===== src/rtl/regfile_wb_sched.sv =====
// rtl/regfile_wb_sched.sv - writeback scheduler: busy scoreboard, long-unit result FIFO, pipe-priority write port.
// Optional macro REGFILE_SB_FWD_EN: the FIFO head being written this cycle does not count as busy for stall_o.
module regfile_wb_sched #(
  parameter int LQ_DEPTH = 2
) (
  input  logic        clk_i,
  input  logic        rst_i,
  input  logic        issue_valid_i,
  input  logic [4:0]  issue_rd_i,
  output logic        issue_ready_o,
  input  logic [4:0]  RSaddr_i,
  input  logic [4:0]  RTaddr_i,
  input  logic [4:0]  id_rd_i,
  output logic        stall_o,
  input  logic        pipe_we_i,
  input  logic [4:0]  pipe_rd_i,
  input  logic [31:0] pipe_data_i,
  input  logic        lu_valid_i,
  input  logic [4:0]  lu_rd_i,
  input  logic [31:0] lu_data_i,
  output logic        lu_ready_o,
  output logic        RegWrite_o,
  output logic [4:0]  RDaddr_o,
  output logic [31:0] RDdata_o,
  output logic        err_o
);

  localparam int PW = (LQ_DEPTH > 1) ? $clog2(LQ_DEPTH) : 1;

  logic [31:0]   busy;
  logic [31:0]   busy_eff;
  logic [31:0]   set_mask;
  logic [31:0]   clr_mask;
  logic [4:0]    q_rd   [LQ_DEPTH];
  logic [31:0]   q_data [LQ_DEPTH];
  logic [PW-1:0] wr_ptr;
  logic [PW-1:0] rd_ptr;
  logic [PW:0]   count;
  logic          empty;
  logic          full;
  logic          push;
  logic          pop;
  logic          pipe_act;
  logic          issue_fire;
  logic          err_set;
  logic [4:0]    head_rd;
  logic [31:0]   head_data;

  assign head_rd   = q_rd[rd_ptr];
  assign head_data = q_data[rd_ptr];
  assign empty     = (count == '0);
  assign full      = (count == (PW+1)'(LQ_DEPTH));
  assign pipe_act  = pipe_we_i && (pipe_rd_i != 5'd0);

  // The main pipeline owns the write port; the FIFO head only drains on idle cycles.
  assign pop        = !rst_i && !pipe_act && !empty;
  assign lu_ready_o = !rst_i && !full;
  assign push       = lu_valid_i && lu_ready_o;

  assign issue_ready_o = !rst_i && !busy[issue_rd_i];
  assign issue_fire    = issue_valid_i && issue_ready_o;

  assign set_mask = (issue_fire && issue_rd_i != 5'd0) ? (32'd1 << issue_rd_i) : 32'd0;
  assign clr_mask = pop ? (32'd1 << head_rd) : 32'd0;

`ifdef REGFILE_SB_FWD_EN
  assign busy_eff = busy & ~clr_mask;
`else
  assign busy_eff = busy;
`endif

  assign stall_o = !rst_i && ((RSaddr_i != 5'd0 && busy_eff[RSaddr_i]) ||
                              (RTaddr_i != 5'd0 && busy_eff[RTaddr_i]) ||
                              (id_rd_i  != 5'd0 && busy_eff[id_rd_i]));

  assign err_set = (push && lu_rd_i != 5'd0 && !busy[lu_rd_i]) ||
                   (pipe_act && busy[pipe_rd_i]);

  always_comb begin
    RegWrite_o = 1'b0;
    RDaddr_o   = 5'd0;
    RDdata_o   = 32'd0;
    if (!rst_i && pipe_act) begin
      RegWrite_o = 1'b1;
      RDaddr_o   = pipe_rd_i;
      RDdata_o   = pipe_data_i;
    end else if (pop) begin
      RegWrite_o = (head_rd != 5'd0);
      RDaddr_o   = head_rd;
      RDdata_o   = head_data;
    end
  end

  always_ff @(posedge clk_i) begin
    if (push) begin
      q_rd[wr_ptr]   <= lu_rd_i;
      q_data[wr_ptr] <= lu_data_i;
    end
  end

  always_ff @(posedge clk_i) begin
    if (rst_i) begin
      busy   <= 32'd0;
      wr_ptr <= '0;
      rd_ptr <= '0;
      count  <= '0;
      err_o  <= 1'b0;
    end else begin
      if (push) wr_ptr <= wr_ptr + 1'b1;
      if (pop)  rd_ptr <= rd_ptr + 1'b1;
      case ({push, pop})
        2'b10:   count <= count + 1'b1;
        2'b01:   count <= count - 1'b1;
        default: count <= count;
      endcase
      // A fresh issue wins over a clear of the same rd.
      busy  <= ((busy & ~clr_mask) | set_mask) & 32'hFFFF_FFFE;
      err_o <= err_o | err_set;
    end
  end

endmodule


===== config.mk =====
export PLATFORM = sky130hd
export DESIGN_NAME = regfile_wb_sched
export DESIGN_NICKNAME = d
export VERILOG_FILES = /design/src/rtl/regfile_wb_sched.sv
export SDC_FILE = /design/constraint.sdc
export NUM_CORES = 1
export LEC_CHECK = 0
export CORE_MARGIN = 1
export CORE_UTILIZATION = 50
export CTS_CLUSTER_DIAMETER = 120
export DETAILED_ROUTE_END_ITERATION = 12
export PLACE_DENSITY_LB_ADDON = 0.05
export SYNTH_ARGS = -nofsm -noshare
export SYNTH_HDL_FRONTEND = slang
export SYNTH_SLANG_ARGS = --single-unit

===== constraint.sdc =====
create_clock -name clk_i -period 4.9 [get_ports clk_i]
set_input_delay 0.98 -clock clk_i [delete_from_list [all_inputs] [get_ports clk_i]]
set_output_delay 0.98 -clock clk_i [all_outputs]
set_load 0.05 [all_outputs]

* After elaboration in Yosys (flattened, before gate mapping)
Memories as Yosys holds them, arrays and structs flattened. A register that Yosys moved wholly into a read port is not among the register bits.
Index checks and enable logic that the tools add are counted.
** Storage, ports and cells
- Register bits :: 37
- Bits in latches :: 0
- Memory bits (writable) :: 74
- ROM bits :: 0
- Input port bits :: 99
- Output and inout bits :: 42
- Word-level logic and storage cells :: 88
- Memories kept :: 2
** Cells by class
- Add/sub/neg operators :: 4
- $mul :: 0
- Div/mod/pow operators :: 0
- Order comparisons :: 6
- Eq/ne operators :: 3
- Shifts and indexed selects :: 2
- Muxes and demuxes :: 27
- Bitwise gates (word level) :: 4
- Reductions and logical operators :: 34
** Memory list
- q_data :: words 2, bits a word 32, read ports 1, clocked after memory_dff 1, wr ports 1, RTL line 35 : logic [31:0] q_data [LQ_DEPTH];
- q_rd :: words 2, bits a word 5, read ports 1, clocked after memory_dff 1, wr ports 1, RTL line 34 : logic [4:0] q_rd [LQ_DEPTH];
** Operators with widths (count)
- $mux 32 :: 4
- $shl 1x5->32 const A :: 2
- $lt 5x6->1 const B :: 6
- $reduce_bool 5->1 :: 7
- $and 32x32->32 :: 1
- $not 32->32 :: 1
- $or 32x32->32 :: 1
- $bmux 1 s5 :: 6
- $logic_and 1x1->1 :: 16
- $mux 1 :: 14
- $mux 5 :: 2
- $logic_not 1->1 :: 6
- $eq 2x2->1 const B :: 2
- $pmux 2 s2 :: 1
- $logic_or 1x1->1 :: 3
- $add 1x1->1 const B :: 2
- $add 2x1->2 const B :: 1
- $eq 2x1->1 const B :: 1
- $logic_not 2->1 :: 1
- $reduce_bool 2->1 :: 1
- $sub 2x1->2 const B :: 1
- $or 1x1->1 :: 1

* Logic depth before layout (Yosys ltp)
Gate-level depths: netlist (run 1).
- Depth in word-level cells :: 9
- Gate-level depth with buffers :: 10
- Depth with buffers taken out :: 8

* Worst setup path after synthesis (run 1)
OpenSTA, ideal clock, no wires.
- Path kind :: input port to output port
- Start :: input pipe_rd_i[1]
- End :: output RDdata_o[0]
- Arrival time :: 3584 ps
- Data required time :: 3920 ps
- Path slack :: 336 ps
- Stages on the path :: 7
- Path buffers :: 3
- Cell sequence :: clkbuf_1 -> or3_1 -> o31ai_2 -> nand2_1 -> clkbuf_1 -> clkbuf_1 -> o21ai_0
** On the way
- Cells in the longest elaborated chain, start to end :: 7
- Elaborated cells on any way between the ends :: 8
- Those cells by class :: mux: 2; reduce/logical: 6
** Ends and longest elaborated chain
- start, declared :: RTL line 16 : input logic [4:0] pipe_rd_i,
- $reduce_bool 5->1 (*) :: RTL line 53 : assign pipe_act = pipe_we_i && (pipe_rd_i != 5'd0);
- $logic_and 1x1->1 (*) :: RTL line 53
- $logic_not 1->1 :: RTL line 56 : assign pop = !rst_i && !pipe_act && !empty;
- $logic_and 1x1->1 (2 in series) :: RTL line 56
- $mux 32 :: RTL line 87 : end else if (pop) begin
- $mux 32 (*) :: RTL line 83 : if (!rst_i && pipe_act) begin
- end, declared :: RTL line 24 : output logic [31:0] RDdata_o,
Every way passes the cells marked *; elsewhere a longest branch is shown, timed or not.

* Worst setup path after layout (run 1)
- Start :: input issue_rd_i[0]
- End :: output issue_ready_o
** On the way
- Cells in the longest elaborated chain, start to end :: 4
** Ends and longest elaborated chain
- start, declared :: RTL line 9 : input logic [4:0] issue_rd_i,
- $bmux 1 s5 :: RTL line 60 : assign issue_ready_o = !rst_i && !busy[issue_rd_i];
- $mux 1 (implied by the code) :: RTL line 60
- $logic_not 1->1 :: RTL line 60
- $logic_and 1x1->1 :: RTL line 60
- end, declared :: RTL line 10 : output logic issue_ready_o,
Every way passes these cells. The select of a mux whose other input is x is not followed.

==> results of run 1 <==
cell type report:
cell class              count  area (µm²)  share of cell area
multi-input cells         387        3150               0.370
flip-flops and latches    111        2960               0.348
repair buffers            151        1870               0.220
clock buffers              10         239              0.0281
well taps                 168         210              0.0247
inverters                  12        45.0             0.00529
clock inverters             6        41.3             0.00485
critical path: cells and delay by family:
family / cells / cell delay, ns
simple gates: 1 / 0.15
buf+inv: 2 / 0.97
mux: 2 / 1.07
compound gates: 1 / 0.38
stage by stage:
| step | setup slack (ns) | instances | util | instance area, µm² | total power [mW] |
|---|---|---|---|---|---|
| 2_1_floorplan | 0.336 | 550 | - | 6300 | 1.34 |
| 3_3_place_gp | 0.419 | 829 | 0.677 | 8240 | 1.59 |
| 3_5_place_dp | 0.384 | 829 | 0.677 | 8240 | 1.60 |
| 4_1_cts | 0.380 | 845 | 0.701 | 8520 | 2.28 |
| 5_1_grt | 0.259 | 845 | 0.701 | 8520 | 2.35 |
| 6_report | 0.371 | 845 | 0.701 | 8520 | 2.27 |
power groups by stage:
stage	sequential, mW	combinational [mW]	clock [mW]
global placement	1.08	0.508	0
floorplan	1.07	0.267	0
finish	1.06	0.517	0.694
CTS	1.06	0.518	0.703
detailed placement	1.08	0.516	0
global route	1.06	0.547	0.739
cell families after synthesis:
kind of cell             share of synthesized area
AND/OR/NAND/NOR                              0.108
flip-flops                                   0.470
adder cells (fa/ha/maj)                    0.00199
AO/OA/AOI/OAI                                0.144
buffers and inverters                       0.0324
multiplexers                                 0.237
XOR/XNOR                                   0.00556
layer usage:
metal	up-vias	track usage
met4	0	0.128
li1	2385	-
met5	-	0
met2	293	0.478
met3	53	0.0836
met1	2502	0.351
worst min path at each step:
stage	end	slack [ns]	cells after the start
5_1_grt	count[1]	0.55	2
3_3_place_gp	count[1]	0.48	2
6_report	count[1]	0.53	2
2_1_floorplan	count[1]	0.47	2
4_1_cts	count[1]	0.53	2
3_5_place_dp	count[1]	0.52	2
cells in the mapped netlist, types with 7 or more instances:
| cell | number | area (µm²) |
|---|---|---|
| nand2b_1 | 13 | 81.3 |
| o211ai_1 | 16 | 120 |
| edfxtp_1 | 74 | 2220 |
| nor3_1 | 7 | 35.0 |
| nor2b_1 | 9 | 56.3 |
| nor2_1 | 21 | 78.8 |
| nand3_1 | 7 | 35.0 |
| dfxtp_1 | 37 | 741 |
| mux4_2 | 38 | 856 |
| mux2i_1 | 56 | 561 |
| inv_1 | 12 | 45.0 |
| clkbuf_1 | 35 | 131 |
| mux2_2 | 7 | 78.8 |
| o21ai_0 | 60 | 300 |
| a21oi_1 | 19 | 95.1 |
| nand2_1 | 61 | 229 |
sequential cells by signal, summed over array words and instances (netlist names), named ones only:
signal	cells
q_data	64
wr_ptr	1
busy	31
err_o	1
q_rd	10
rd_ptr	1
count	2
==> flow_metrics.tcl, run 1 <==
set metrics [dict create \
    fmax_mhz 221 \
    slowest_stage "clkdlybuf4s50_1" \
    maxCapViolCount 0 \
    syn_area_per_cell_um2 11.4 \
    cts_buffers 9 \
    max_stage_delay_ns 0.78 \
    p_switching_mw 0.633 \
    worstHoldPathType "register to register" \
    drt-met1-wl_um 6830 \
    area_delta_synth_final_pct 35.3 \
    finClkSkew_ns 0.0106 \
    yosysSeqAreaShare 0.470 \
    clock_sinks 111 \
    cts_resized 0 \
    drt-pass1-iter-count 5 \
    crit_chain "clkdlybuf4s50_1 > mux4_2 > mux4_2 > nor2b_1 > a211oi_1 > buf_12" \
    postSynth.asyncResetShare 0 \
    clk_latency_ns 0.35 \
    clk_pin_slew_ns 0.07 \
    grt_max_degree 39 \
    setup_viol 0 \
    clk_path_buf_depth 2 \
    reg2reg_to "busy[13]" \
    powerDensity_nw_per_um2 266 \
    post-cts-setup-buffers 0 \
    dp_hpwl_um 12900 \
    synthesis.area_um2 6300 \
    finalNetCount 772 \
    ir_drop_mv 0.203 \
    grt_pass1_wl_um 28200 \
    worst-path-max-fanout 13 \
    viasPerCell 6.19 \
    drt_iter0_markers 387 \
    synth_edf_count 74 \
    floorplan.initialDensity 0.518 \
    rows 40 \
    hold_start "count[1]" \
    pwr-share-seq 0.466 \
    overflow 0 \
    coreArea_um2 12200 \
    drive_above_1_share 0.179 \
    yosys.cell_types.count 54 \
    setup_tns_ns 0 \
    layout_commonest_cell "clkdlybuf4s50_1" \
    fillers 930 \
    cts_tree "done" \
    synth_cells 550 \
    ys_ff_latch 111 \
    post-route-period-util 0.924 \
    cp.arrival_ns 3.55 \
    antenna_found_initial 0 \
    via_count 5233 \
    critPathCapture "issue_ready_o" \
    routed_wl_um 17900 \
    grtUsageTotal 0.288 \
    rsz0062_at_grt "false" \
    cp-start-kind "input port" \
    cp.required_ns 3.92 \
    io_pins 141 \
    cpMostUsedCell "mux4_2" \
    synth-main-ff-cell "edfxtp_1" \
    slew_headroom 0.583 \
    outcome "finished, final reports clean" \
    portBuffers 140 \
    cts_max_level 3 \
    ant_nets 0 \
    rr_worst_depth 5 \
    critPathKind "input port to output pin" \
    finalHoldViolCount 0 \
    pwr-share-clk 0.306 \
    combPwrFrac 0.228 \
    yosysWarningCount 0 \
    r2r_slack_ns 2.32 \
    critPathCaptureType "output pin" \
    wl_met3_um 1710 \
    whs_ns 0.531 \
    p_int_mw 1.64 \
    tightestPinTransition_ns 0.623 \
    wl_per_cell_um 21.2 \
    p_leak_nw 2.85 \
    critical_path.startpoint "issue_rd_i[0]" \
    n_antenna_cell 0 \
    dr_wl_met2_um 8680 \
    layout_common_cells "clkdlybuf4s50_1, edfxtp_1, nand2_1, o21ai_0, mux2i_1" \
    cts-root-buf "clkbuf_16" \
    die-area_um2 13000 \
    fin_crit_ns 4.53 \
    maxUsedRoutingLayer "met4" \
    die_h_um 114 \
    globalplace.congestion 0.909 \
    route.detailed.drc 0 \
    synth_nets 650 \
    dieWidth_um 114 \
    slew_violations 0 \
    grt_pass1_vias 5293 \
    hold_buffers 0 \
    swShare 0.279 \
]
(Power assumes the default switching activity.)
==> run 2: changes to the inputs <==
- CTS_CLUSTER_DIAMETER: 120 -> 80
- CTS_CLUSTER_SIZE: unset -> 16
==> results of run 2 <==
Same layout as run 1: the final DEF is identical, and so are final timing and power.
==> run 3: changes to the inputs <==
- CTS_CLUSTER_DIAMETER: 80 -> 150
==> results of run 3 <==
Same layout as run 1: the final DEF is identical, and so are final timing and power.
